## config.mk

```make
export PLATFORM = sky130hd
export DESIGN_NAME = hack_cpu_mc
export DESIGN_NICKNAME = d
export VERILOG_FILES = /design/src/rtl/hack_cpu_pkg.sv /design/src/rtl/hack_cpu_mc_alu.sv /design/src/rtl/hack_cpu_mc.sv
export SDC_FILE = /design/constraint.sdc
export NUM_CORES = 1
export LEC_CHECK = 0
export ABC_AREA = 0
export CAP_MARGIN = 20
export CORE_MARGIN = 2
export CORE_UTILIZATION = 40
export DETAILED_ROUTE_END_ITERATION = 7
export PLACE_DENSITY = 0.69
export SLEW_MARGIN = 20
export SYNTH_ARGS = -nofsm -noshare
export SYNTH_HDL_FRONTEND = slang
export SYNTH_HIERARCHICAL = 1
export SYNTH_SLANG_ARGS = --single-unit
export TNS_END_PERCENT = 1
```

## constraint.sdc

```tcl
create_clock -name clock -period 8.4 [get_ports clock]
set_input_delay 2.52 -clock clock [delete_from_list [all_inputs] [get_ports clock]]
set_output_delay 2.52 -clock clock [all_outputs]
set_load 0.005 [all_outputs]
```

## src/rtl/hack_cpu_pkg.sv

```systemverilog
// Shared FSM state type, Hack instruction field positions and jump codes for hack_cpu_mc.
package hack_cpu_pkg;

  typedef enum logic [2:0] {
    ST_FETCH  = 3'd0,
    ST_DECODE = 3'd1,
    ST_MEM_RD = 3'd2,
    ST_EXEC   = 3'd3,
    ST_MEM_WR = 3'd4
  } state_e;

  // C-instruction fields sit at fixed low positions regardless of DATA_W.
  localparam int A_BIT   = 12;
  localparam int COMP_HI = 11;
  localparam int COMP_LO = 6;
  localparam int DEST_HI = 5;
  localparam int DEST_LO = 3;
  localparam int JUMP_HI = 2;
  localparam int JUMP_LO = 0;

  localparam int DEST_A = 2;
  localparam int DEST_D = 1;
  localparam int DEST_M = 0;

  localparam logic [2:0] JNULL = 3'b000;
  localparam logic [2:0] JGT   = 3'b001;
  localparam logic [2:0] JEQ   = 3'b010;
  localparam logic [2:0] JGE   = 3'b011;
  localparam logic [2:0] JLT   = 3'b100;
  localparam logic [2:0] JNE   = 3'b101;
  localparam logic [2:0] JLE   = 3'b110;
  localparam logic [2:0] JMP   = 3'b111;

  // The instruction-type bit is always the MSB of the word.
  function automatic int type_bit(input int data_w);
    return data_w - 1;
  endfunction

endpackage

```

## src/rtl/hack_cpu_mc_alu.sv

```systemverilog
// Combinational Hack ALU (zx/nx/zy/ny/f/no) at DATA_W bits with zero/negative flags.
module hack_alu_p #(
  parameter int DATA_W = 16
) (
  input  logic [DATA_W-1:0] x,
  input  logic [DATA_W-1:0] y,
  input  logic              zx,
  input  logic              nx,
  input  logic              zy,
  input  logic              ny,
  input  logic              f,
  input  logic              no,
  output logic [DATA_W-1:0] out,
  output logic              zr,
  output logic              ng
);

  logic signed [DATA_W-1:0] xz, xn, yz, yn, fo;

  always_comb begin
    xz  = zx ? '0 : $signed(x);
    xn  = nx ? ~xz : xz;
    yz  = zy ? '0 : $signed(y);
    yn  = ny ? ~yz : yz;
    fo  = f ? (xn + yn) : (xn & yn);
    out = no ? ~fo : fo;
  end

  assign zr = (out == '0);
  assign ng = out[DATA_W-1];

endmodule

```

## src/rtl/hack_cpu_mc.sv

```systemverilog
// Multi-cycle Hack CPU with variable-latency fetch and req/ack data memory.
// Optional halt-loop detection is enabled by defining HACK_CPU_HALT_DETECT_EN.
module hack_cpu_mc
  import hack_cpu_pkg::*;
#(
  parameter int DATA_W = 16,
  parameter int ADDR_W = 15
) (
  input  logic              clock,
  input  logic              reset,
  output logic              fetch_req,
  output logic [ADDR_W-1:0] pc,
  input  logic              instr_valid,
  input  logic [DATA_W-1:0] instruction,
  output logic              mem_rd_req,
  output logic              mem_wr_req,
  output logic [ADDR_W-1:0] addressM,
  output logic [DATA_W-1:0] outM,
  input  logic [DATA_W-1:0] inM,
  input  logic              mem_ack,
  output logic              halted
);

  localparam int TYPE_BIT = type_bit(DATA_W);

  state_e            state_q, state_d;
  logic [ADDR_W-1:0] pc_q, pc_d, waddr_q, waddr_d, pc_inc;
  logic [DATA_W-1:0] a_q, a_d, d_q, d_d, ir_q, ir_d, mdr_q, mdr_d, outm_q, outm_d;
  logic [DATA_W-1:0] alu_out;
  logic [2:0]        dest, jump;
  logic              alu_zr, alu_ng, is_c, taken;

  assign is_c   = ir_q[TYPE_BIT];
  assign dest   = ir_q[DEST_HI:DEST_LO];
  assign jump   = ir_q[JUMP_HI:JUMP_LO];
  assign pc_inc = pc_q + ADDR_W'(1);

  hack_alu_p #(.DATA_W(DATA_W)) u_alu (
    .x  (d_q),
    .y  (ir_q[A_BIT] ? mdr_q : a_q),
    .zx (ir_q[COMP_HI]),
    .nx (ir_q[COMP_HI-1]),
    .zy (ir_q[COMP_HI-2]),
    .ny (ir_q[COMP_HI-3]),
    .f  (ir_q[COMP_LO+1]),
    .no (ir_q[COMP_LO]),
    .out(alu_out),
    .zr (alu_zr),
    .ng (alu_ng)
  );

  always_comb begin
    case (jump)
      JNULL:   taken = 1'b0;
      JGT:     taken = !alu_zr && !alu_ng;
      JEQ:     taken = alu_zr;
      JGE:     taken = !alu_ng;
      JLT:     taken = alu_ng;
      JNE:     taken = !alu_zr;
      JLE:     taken = alu_zr || alu_ng;
      JMP:     taken = 1'b1;
      default: taken = 1'b0;
    endcase
  end

  always_comb begin
    state_d = state_q;
    pc_d    = pc_q;
    a_d     = a_q;
    d_d     = d_q;
    ir_d    = ir_q;
    mdr_d   = mdr_q;
    outm_d  = outm_q;
    waddr_d = waddr_q;
    case (state_q)
      ST_FETCH: begin
        if (!halted && instr_valid) begin
          ir_d    = instruction;
          state_d = ST_DECODE;
        end
      end
      ST_DECODE: begin
        if (!is_c) begin
          a_d     = ir_q;
          pc_d    = pc_inc;
          state_d = ST_FETCH;
        end else begin
          state_d = ir_q[A_BIT] ? ST_MEM_RD : ST_EXEC;
        end
      end
      ST_MEM_RD: begin
        if (mem_ack) begin
          mdr_d   = inM;
          state_d = ST_EXEC;
        end
      end
      ST_EXEC: begin
        // Jump target and write address both use A as it was before this cycle.
        if (dest[DEST_D]) d_d = alu_out;
        if (dest[DEST_A]) a_d = alu_out;
        pc_d = taken ? a_q[ADDR_W-1:0] : pc_inc;
        if (dest[DEST_M]) begin
          outm_d  = alu_out;
          waddr_d = a_q[ADDR_W-1:0];
          state_d = ST_MEM_WR;
        end else begin
          state_d = ST_FETCH;
        end
      end
      ST_MEM_WR: begin
        if (mem_ack) state_d = ST_FETCH;
      end
      default: state_d = ST_FETCH;
    endcase
  end

  always_ff @(posedge clock) begin
    if (reset) begin
      state_q <= ST_FETCH;
      pc_q    <= '0;
      a_q     <= '0;
      d_q     <= '0;
      ir_q    <= '0;
      mdr_q   <= '0;
      outm_q  <= '0;
      waddr_q <= '0;
    end else begin
      state_q <= state_d;
      pc_q    <= pc_d;
      a_q     <= a_d;
      d_q     <= d_d;
      ir_q    <= ir_d;
      mdr_q   <= mdr_d;
      outm_q  <= outm_d;
      waddr_q <= waddr_d;
    end
  end

`ifdef HACK_CPU_HALT_DETECT_EN
  logic              halted_q, halted_d, last_a_q, last_a_d;
  logic [ADDR_W-1:0] last_pc_q, last_pc_d, pc_m1;

  assign pc_m1 = pc_q - ADDR_W'(1);

  // "@L; 0;JMP" idle loop: taken jump right after an A-instruction that points at itself.
  always_comb begin
    halted_d  = halted_q;
    last_a_d  = last_a_q;
    last_pc_d = last_pc_q;
    if (state_q == ST_DECODE && !is_c) begin
      last_a_d  = 1'b1;
      last_pc_d = pc_q;
    end
    if (state_q == ST_EXEC) begin
      last_a_d = 1'b0;
      if (taken && last_a_q && last_pc_q == pc_m1 && a_q[ADDR_W-1:0] == pc_m1) halted_d = 1'b1;
    end
  end

  always_ff @(posedge clock) begin
    if (reset) begin
      halted_q  <= 1'b0;
      last_a_q  <= 1'b0;
      last_pc_q <= '0;
    end else begin
      halted_q  <= halted_d;
      last_a_q  <= last_a_d;
      last_pc_q <= last_pc_d;
    end
  end

  assign halted = halted_q;
`else
  assign halted = 1'b0;
`endif

  assign fetch_req  = (state_q == ST_FETCH) && !halted && !reset;
  assign mem_rd_req = (state_q == ST_MEM_RD);
  assign mem_wr_req = (state_q == ST_MEM_WR);
  assign addressM   = (state_q == ST_MEM_WR) ? waddr_q : a_q[ADDR_W-1:0];
  assign outM       = outm_q;
  assign pc         = pc_q;

endmodule

```

==> results.cfg <==
[status]
status = finished, final reports clean

[timing]
whs_ns = 0.4497
tns_ns = 0
period_needed_ns = 6.193
skew_ns = 0.008927
min_period_over_period_pct = 73.73
report.final.slew_viol_count = 0
rsz0062_at_grt = no
relSlewSlack_pct = 26.71
hold_viol_final = 0
setup_violations = 0
fmax_ghz = 0.1615
worst_pin_slew_ns = 1.098

[yosys]
yosys-top-cells-area = dfxtp_1 (33%), nand2_1 (12%), a21oi_1 (8.0%)
synth_top_family_by_area = simple AND/OR/NAND/NOR gates
ys.flop_type = dfxtp_1
syn_area_mm2 = 0.006849
synth_top_area_share_pct = 33.03
synthArstFlopShare_pct = 0
synth_seq_cells = 113
synth_top_cell_by_area = dfxtp_1
synth-edff-count = 0
synthAdderAreaFrac_pct = 3.398
syn_area_per_cell_um2 = 7.678
syn_inst = 892
yosys.cell_types.count = 82
yosys_warnings = 6
synth_mux_area_share_pct = 7.271
synth_nets = 946
synth_compound_area_share_pct = 18.85
synth_xor_area_share_pct = 6.394
yosysSeqAreaShare_pct = 33.03
synthSimpleGateAreaFrac_pct = 26.20

[power]
p_leak_uw = 0.002866
power.density_mw_per_mm2 = 183.9
ir_drop_uv = 186.5

[clock_tree]
clk_pin_slew_ns = 0.05
post_cts_buffers = 0
cts_tree = done
numCtsBuffers = 17
clock_sinks = 113
cts_resized = 0
htreeDepth = 4
cts_hold_buf = 0
root_buffer = clkbuf_16
clock_latency_ns = 0.42
clk_path_buf_depth = 2

[die]
dieArea_mm2 = 0.01819
row_count = 47
core_area_mm2 = 0.01664
die_w_um = 134.9
ioPinCount = 86
initial_core_util_pct = 41.15
die_y_um = 134.9

[final_layout]
areaGrowthSynthToFinish_pct = 21.87
drive_gt1_share_pct = 7.992
layout.nets = 995
fill_cells = 1609
stdcell_area_mm2 = 0.008347
fin_util_pct = 50.15
diodes = 0

[run]
maxCapViolCount = 0

[global_routing]
grt_max_degree = 63
antenna_found_initial = 0
grt_pass1_wl_um = 31860
track_usage_pct = 22.49
first_global_vias = 5863
gr-total-overflow = 0

[hold_path]
min_from = waddr_q[6]$_SDFFE_PP0P_
hold_path.class = reg2reg
holdPathStages = 2

[drt]
wire_per_inst_um = 17.65
route.antenna.remaining_nets = 0
drt-initial-drc-count = 544
viasPerCell = 5.558
totalWireLength_um = 20670
firstDrtPassIters = 5
drc_errors = 0
dr_total_vias = 6509

[worst_setup_path]
crit_start = ir_q[12]$_SDFFE_PP0P_
reg2reg_depth = 18
path_max_fanout = 22
rr_startpoint = ir_q[12]$_SDFFE_PP0P_
end_kind = flip-flop
crit_type = reg2reg
critical_path_required_ns = 8.71
start_kind = flip-flop
cp.arrival_ns = 6.50

[place]
finalWeightedCongestion = 0.9240
place_area_mm2 = 0.007760
portBuffers = 84
post-dp-hpwl_um = 14300
cells in the final DEF, fill, tap and decap left out, types with 10 or more instances in the layout:
| cell type | Yosys | final |
|---|---|---|
| nand2b_1 | 43 | 43 |
| inv_1 | 19 | 19 |
| nor3_1 | 12 | 11 |
| mux2_2 | 16 | 16 |
| xnor2_1 | 48 | 48 |
| ha_1 | 17 | 17 |
| nor2b_1 | 10 | 10 |
| nor2_1 | 41 | 41 |
| a31oi_1 | 10 | 10 |
| mux2_1 | 14 | 14 |
| nand3_1 | 13 | 13 |
| dfxtp_1 | 113 | 113 |
| nand2_1 | 218 | 217 |
| o21ai_0 | 15 | 15 |
| clkbuf_16 | 0 | 17 |
| a21oi_1 | 109 | 108 |
| a311oi_1 | 15 | 15 |
| clkdlybuf4s50_1 | 0 | 83 |
| mux2i_1 | 16 | 16 |
Yosys cell counts, types with 15 or more instances:
cell / number
nand2_1: 218
dfxtp_1: 113
a21oi_1: 109
xnor2_1: 48
clkbuf_1: 45
nand2b_1: 43
nor2_1: 41
inv_1: 19
ha_1: 17
mux2_2: 16
mux2i_1: 16
a311oi_1: 15
o21ai_0: 15
power breakdown:
| part | leakage [uW] | switching, uW | internal [uW] |
|---|---|---|---|
| Combinational | 0.00167 | 137 | 108 |
| Clock | 0.000284 | 242 | 469 |
| Sequential | 0.000915 | 29.7 | 550 |
critical path, cell delays in order, from the launching register on:
cell and delay (ns):
dfxtp_1 0.84, mux2_2 0.41, nand2b_1 0.08, xnor2_1 0.07
ha_1 0.29, fa_1 0.48, a211oi_4 0.33, o2111a_1 0.24
a311o_1 0.18, o21ai_0 0.09, or4b_1 0.52, a221o_1 0.32
or4b_1 0.52, nor4_2 0.25, inv_1 0.08, o221a_1 0.29
o21ai_4 0.63, a21oi_1 0.18, o32ai_1 0.29
sequential cells by signal, indices dropped and copies added, names as in the netlist:
register / cells
a_q: 16
d_q: 16
ir_q: 16
mdr_q: 16
outM: 16
pc: 15
state_q: 3
waddr_q: 15
cell families after synthesis:
| family | count (synthesis) |
|---|---|
| and+or+nand+nor | 380 |
| AOI/OAI and AO/OA | 205 |
| DFF | 113 |
| buffers and inverters | 79 |
| xor gates and xnor gates | 50 |
| muxes | 46 |
| adders and majority gates | 18 |
| other | 1 |
per-stage QoR:
step                setup slack, ns  power [uW]  instances
detailed placement            2.032       827.2       1142
global route                  1.926        1585       1171
global placement              2.123       828.3       1142
CTS                           1.958        1535       1171
finish                        2.207        1535       1171
floorplan                     2.807       741.2        892
metal layers:
| layer | vias up | global-route usage (%) | routed length [um] |
|---|---|---|---|
| met2 | 274 | 33.22 | 8960 |
| li1 | 3185 | - | - |
| met5 | - | 0 | 0 |
| met4 | 0 | 8.363 | 521 |
| met1 | 3014 | 32.13 | 9712 |
| met3 | 36 | 4.767 | 1478 |
final timing paths:
check                                                to  slack [ns]
worst min register to register  waddr_q[6]$_SDFFE_PP0P_        0.45
worst min-delay path            waddr_q[6]$_SDFFE_PP0P_        0.45
worst max register to register       pc[4]$_SDFFE_PP0P_        2.21
worst max-delay path                 pc[4]$_SDFFE_PP0P_        2.21
cell type report:
class / instances / area [um2] / area share [%]
Multi-Input combinational cell: 700 / 4278 / 51.25
Sequential cell: 113 / 2262 / 27.10
Timing Repair Buffer: 89 / 875.8 / 10.49
Clock inverter: 5 / 77.57 / 0.9294
Tap cell: 220 / 275.3 / 3.298
Clock buffer: 24 / 501.7 / 6.011
Inverter: 20 / 76.32 / 0.9144
Note: power is estimated with default switching activity, not from simulation.
==> patch 1: new RTL, config.mk and constraints unchanged <==
The parameter `ADDR_W` goes from 15 to 13.
--- a/src/rtl/hack_cpu_mc.sv
+++ b/src/rtl/hack_cpu_mc.sv
@@ -4,7 +4,7 @@
   import hack_cpu_pkg::*;
 #(
   parameter int DATA_W = 16,
-  parameter int ADDR_W = 15
+  parameter int ADDR_W = 13
 ) (
   input  logic              clock,
   input  logic              reset,
Interface: changed (resized addressM and pc); port bits go from 86 to 82. No check against the original RTL was run, so the function may have changed too.
==> patch 1 against the original RTL <==
- routed wire length decreased by 8.6%
- sequential cell count decreased by 4
- worst setup slack better by 0.0091 ns
- count of clock-buffer cells in the layout down 12
- total power shrank 17%
- critical path type unchanged
- final area fell by 5.3%
- non-clock buffer count decreased by 5
- area after synthesis fell by 1.3%
==> patch 1: results (changes against the original RTL) <==
** Placed design
- The number of placed instances, taps included came to 1,116 (-2.3%).
- The total half-perimeter wirelength after legalization and detailed placement was 13,390 µm (-6.4%).
- Placement-stage cell area :: 7574 µm² (-2.4%)

** Pwr
- The clock distribution power was 475 µW (-33%).
- Flop pwr share :: 0.435 (+0.058)
- The internal power summed over all cells was 916.9 µW (-19%).
- Leakage dissipation :: 2.656 nW (-7.3%)

** Worst hold path
- End point of the most critical hold path :: waddr_q[11]
- Origin of the worst min-delay path :: waddr_q[11]

** Worst setup path
- The arrival time reported for the critical path endpoint was 6.41 ns (-0.09 ns).

** Cells and area
- The number of ordinary inverters in the final layout came to 23 (+15%).
- Number of clock buffers in the layout :: 12 (-50%)
- NonClk Buf Share :: 0.1048 (-0.0001352)
- Net count reported at finish :: 961 (-3.4%)
- Fillers :: 1,597 (-0.75%)
- The fraction of area in clock buffers and inverters is 0.04132 (-0.02809).

** Logic synthesis
- The mean cell area of the mapped netlist is 7.781 µm² (+1.3%).
- The count of cell types in the netlist was 77 (-6.1%).
- Area share of xor/xnor cells in the synthesized design :: 0.06477 (+0.0008282)
- The compound-gate portion of the synthesized area was 0.1943 (+0.005773).
- Syn nets :: 923 (-2.4%)
- Post-synthesis adder-cell area fraction :: 0.03442 (+0.0004401)
- The share of cell area taken by muxes after synthesis is 0.07032 (-0.002389).

** CTS
- The clock transition time at the flip-flop clock pins of the worst setup and hold paths was 0.07 ns (+0.02 ns).
- Max H-tree Level :: 3 (-1)
- Total CTS buffers :: 9 (-8)

** Drt
- Detailed-route wire length :: 18,900 µm (-8.6%)

** Global route
- The met1 global-route usage came to 0.2822 (-0.03912).
- The met2 usage is 0.3407 (+0.008535).
- GR met3 Demand/Resource :: 0.04497 (-0.002699)
- The global-route wire length before repair was 29,770 µm (-6.5%).

** Outcome
- Outcome :: complete, no violations

** Timing
- The final clock skew is 0.009142 ns (+0.0002151 ns).
==> patch 1: changes by cell type in the layout (fill, tap and decap cells not counted), moves of 4 or more <==
cell | before | now
sky130_fd_sc_hd__a311oi_1 | 15 | 6
sky130_fd_sc_hd__a311oi_2 | 0 | 8
sky130_fd_sc_hd__and3_1 | 1 | 5
sky130_fd_sc_hd__clkbuf_16 | 17 | 9
sky130_fd_sc_hd__clkdlybuf4s50_1 | 83 | 79
sky130_fd_sc_hd__dfxtp_1 | 113 | 109
sky130_fd_sc_hd__inv_1 | 19 | 23
sky130_fd_sc_hd__mux2_1 | 14 | 0
sky130_fd_sc_hd__mux2_2 | 16 | 28
sky130_fd_sc_hd__nand2_1 | 217 | 211
sky130_fd_sc_hd__o32ai_1 | 6 | 10
==> patch 1: routing by layer <==
layer	share of wire	vias to the layer above
li1	-	3091
met4	0.027	0
met3	0.051	32
met2	0.46	161
met1	0.46	2880
met5	0	-
==> patch 2: new RTL, same flow settings <==
Made on the original files. `waddr_q` no longer has a reset.
--- a/src/rtl/hack_cpu_mc.sv
+++ b/src/rtl/hack_cpu_mc.sv
@@ -123,7 +123,6 @@
       ir_q    <= '0;
       mdr_q   <= '0;
       outm_q  <= '0;
-      waddr_q <= '0;
     end else begin
       state_q <= state_d;
       pc_q    <= pc_d;
@@ -132,8 +131,11 @@
       ir_q    <= ir_d;
       mdr_q   <= mdr_d;
       outm_q  <= outm_d;
-      waddr_q <= waddr_d;
     end
+  end
+
+  always_ff @(posedge clock) begin
+    waddr_q <= waddr_d;
   end
 
 `ifdef HACK_CPU_HALT_DETECT_EN
Check against the original RTL: same outputs for any inputs over 4 cycles, from zero or initial values and one cycle with reset high; that may be too few to reach the edited logic, so the function may still have changed.
==> patch 2 against the original RTL <==
- final area decreased by 0.54%
- via count decreased by 5.0%
- worst setup slack got worse by 0.29 ns
- total power about the same
- area after synthesis decreased by 0.31%
- sequential share of layout area increased by 2.0 points
- critical endpoint is now pc[14]
- routed wire length decreased by 9.1%
- sequential power increased by 2%
- die area decreased by 0.30%
- count of clock-buffer cells in the layout decreased by 4
- sequential cell count unchanged
- non-clock buffer count unchanged
- cell count decreased by 3.6%
==> patch 2: results (changes against the original RTL) <==
** Outcome
- Outcome :: complete, no violations

** Logic synthesis
- The XOR/XNOR share of the synthesized area came to 0.06414 (+0.0001992).
- Number of synthesized flops with an enable pin :: 15 (+15)
- Number of library cell types mapped by synthesis :: 81 (-1.2%)
- Area fraction in compound gates after synthesis :: 0.1809 (-0.007659)
- Leading post-synthesis cells by instance count :: sky130_fd_sc_hd__nand2_1, sky130_fd_sc_hd__dfxtp_1, sky130_fd_sc_hd__a21oi_1, sky130_fd_sc_hd__xnor2_1, sky130_fd_sc_hd__nand2b_1
- Proportion of synthesized area in mux cells :: 0.07623 (+0.003525)

** Worst hold path
- End point of the most critical hold path :: d_q[11]
- In this run the most critical hold path is launched from d_q[11].

** Drt
- The met2 layer wire length in the routed design is 8729 µm (-2.6%).
- The via count of the routed design was 6,183 (-5.0%).
- The count of routing violations after the opening detailed-route iteration came to 520 (-4.4%).
- The total wirelength of the detailed-routed design is 18,800 µm (-9.1%).

** Global route
- The number of global-route vias before repair came to 5,626 (-4.0%).
- The global router's overall resource usage was 0.2103 (-0.01457).
- The pin count of the biggest net entering global routing came to 96 (+52%).
- Met2 capacity usage during global routing :: 0.3345 (+0.002256)

** Cells and area
- The count of fill cells added during filler insertion is 1,615 (+0.37%).
- The share of cells above drive strength 1 is 0.1034 (+0.02349).
- The number of nets in the layout was 950 (-4.5%).

** Pwr
- The maximum resistive drop on vdd came to 0.1588 mV (-15%).
- Net Switching :: 422.8 µW (+3.5%)
- Clock Power :: 706 µW (-0.7%)

** Placed design
- Placed wire-length estimate :: 13,280 µm (-7.2%)
- The worst setup slack before clock tree synthesis came to 2.021 ns (-0.01139 ns).
- Placed instance count :: 1,097 (-3.9%)

** Worst setup path
- Max incr delay on CP :: 0.86 ns (+0.02 ns)
- The maximum net fanout on the critical path came to 24 (+9.1%).

** Timing
- The shortest clock period the worst path allows after layout is 6.480 ns (+0.2865 ns).
patch 2: cell count changes after synthesis, sizes merged, moves of 3 or more:
| cell | change |
|---|---|
| clkbuf | -15 |
| or4 | -3 |
| or3 | +3 |
| nor2 | -3 |
| nand2 | -30 |
| a31oi | -3 |
| inv | +3 |
| edfxtp | +15 |
| buf | +8 |
| nand3 | -3 |
| dfxtp | -15 |
| a21oi | -12 |
| nor2b | -3 |
patch 2: cell type report:
type / instances / area (µm²) / share of cell area
clock buffers: 20 / 446.7 / 0.05381
clock inverters: 12 / 135.1 / 0.01628
inverters: 23 / 86.33 / 0.01040
multi-input cells: 652 / 4073 / 0.4906
flip-flops and latches: 113 / 2412 / 0.2906
well taps: 220 / 275.3 / 0.03316
repair buffers: 89 / 873.3 / 0.1052
patch 2: tightest hold or removal path: cells and delay by family, from the launching register on:
kind / cells / cell delay (ns)
DFF: 1 / 0.31
AOI/OAI and AO/OA: 1 / 0.05
and+or+nand+nor: 1 / 0.05
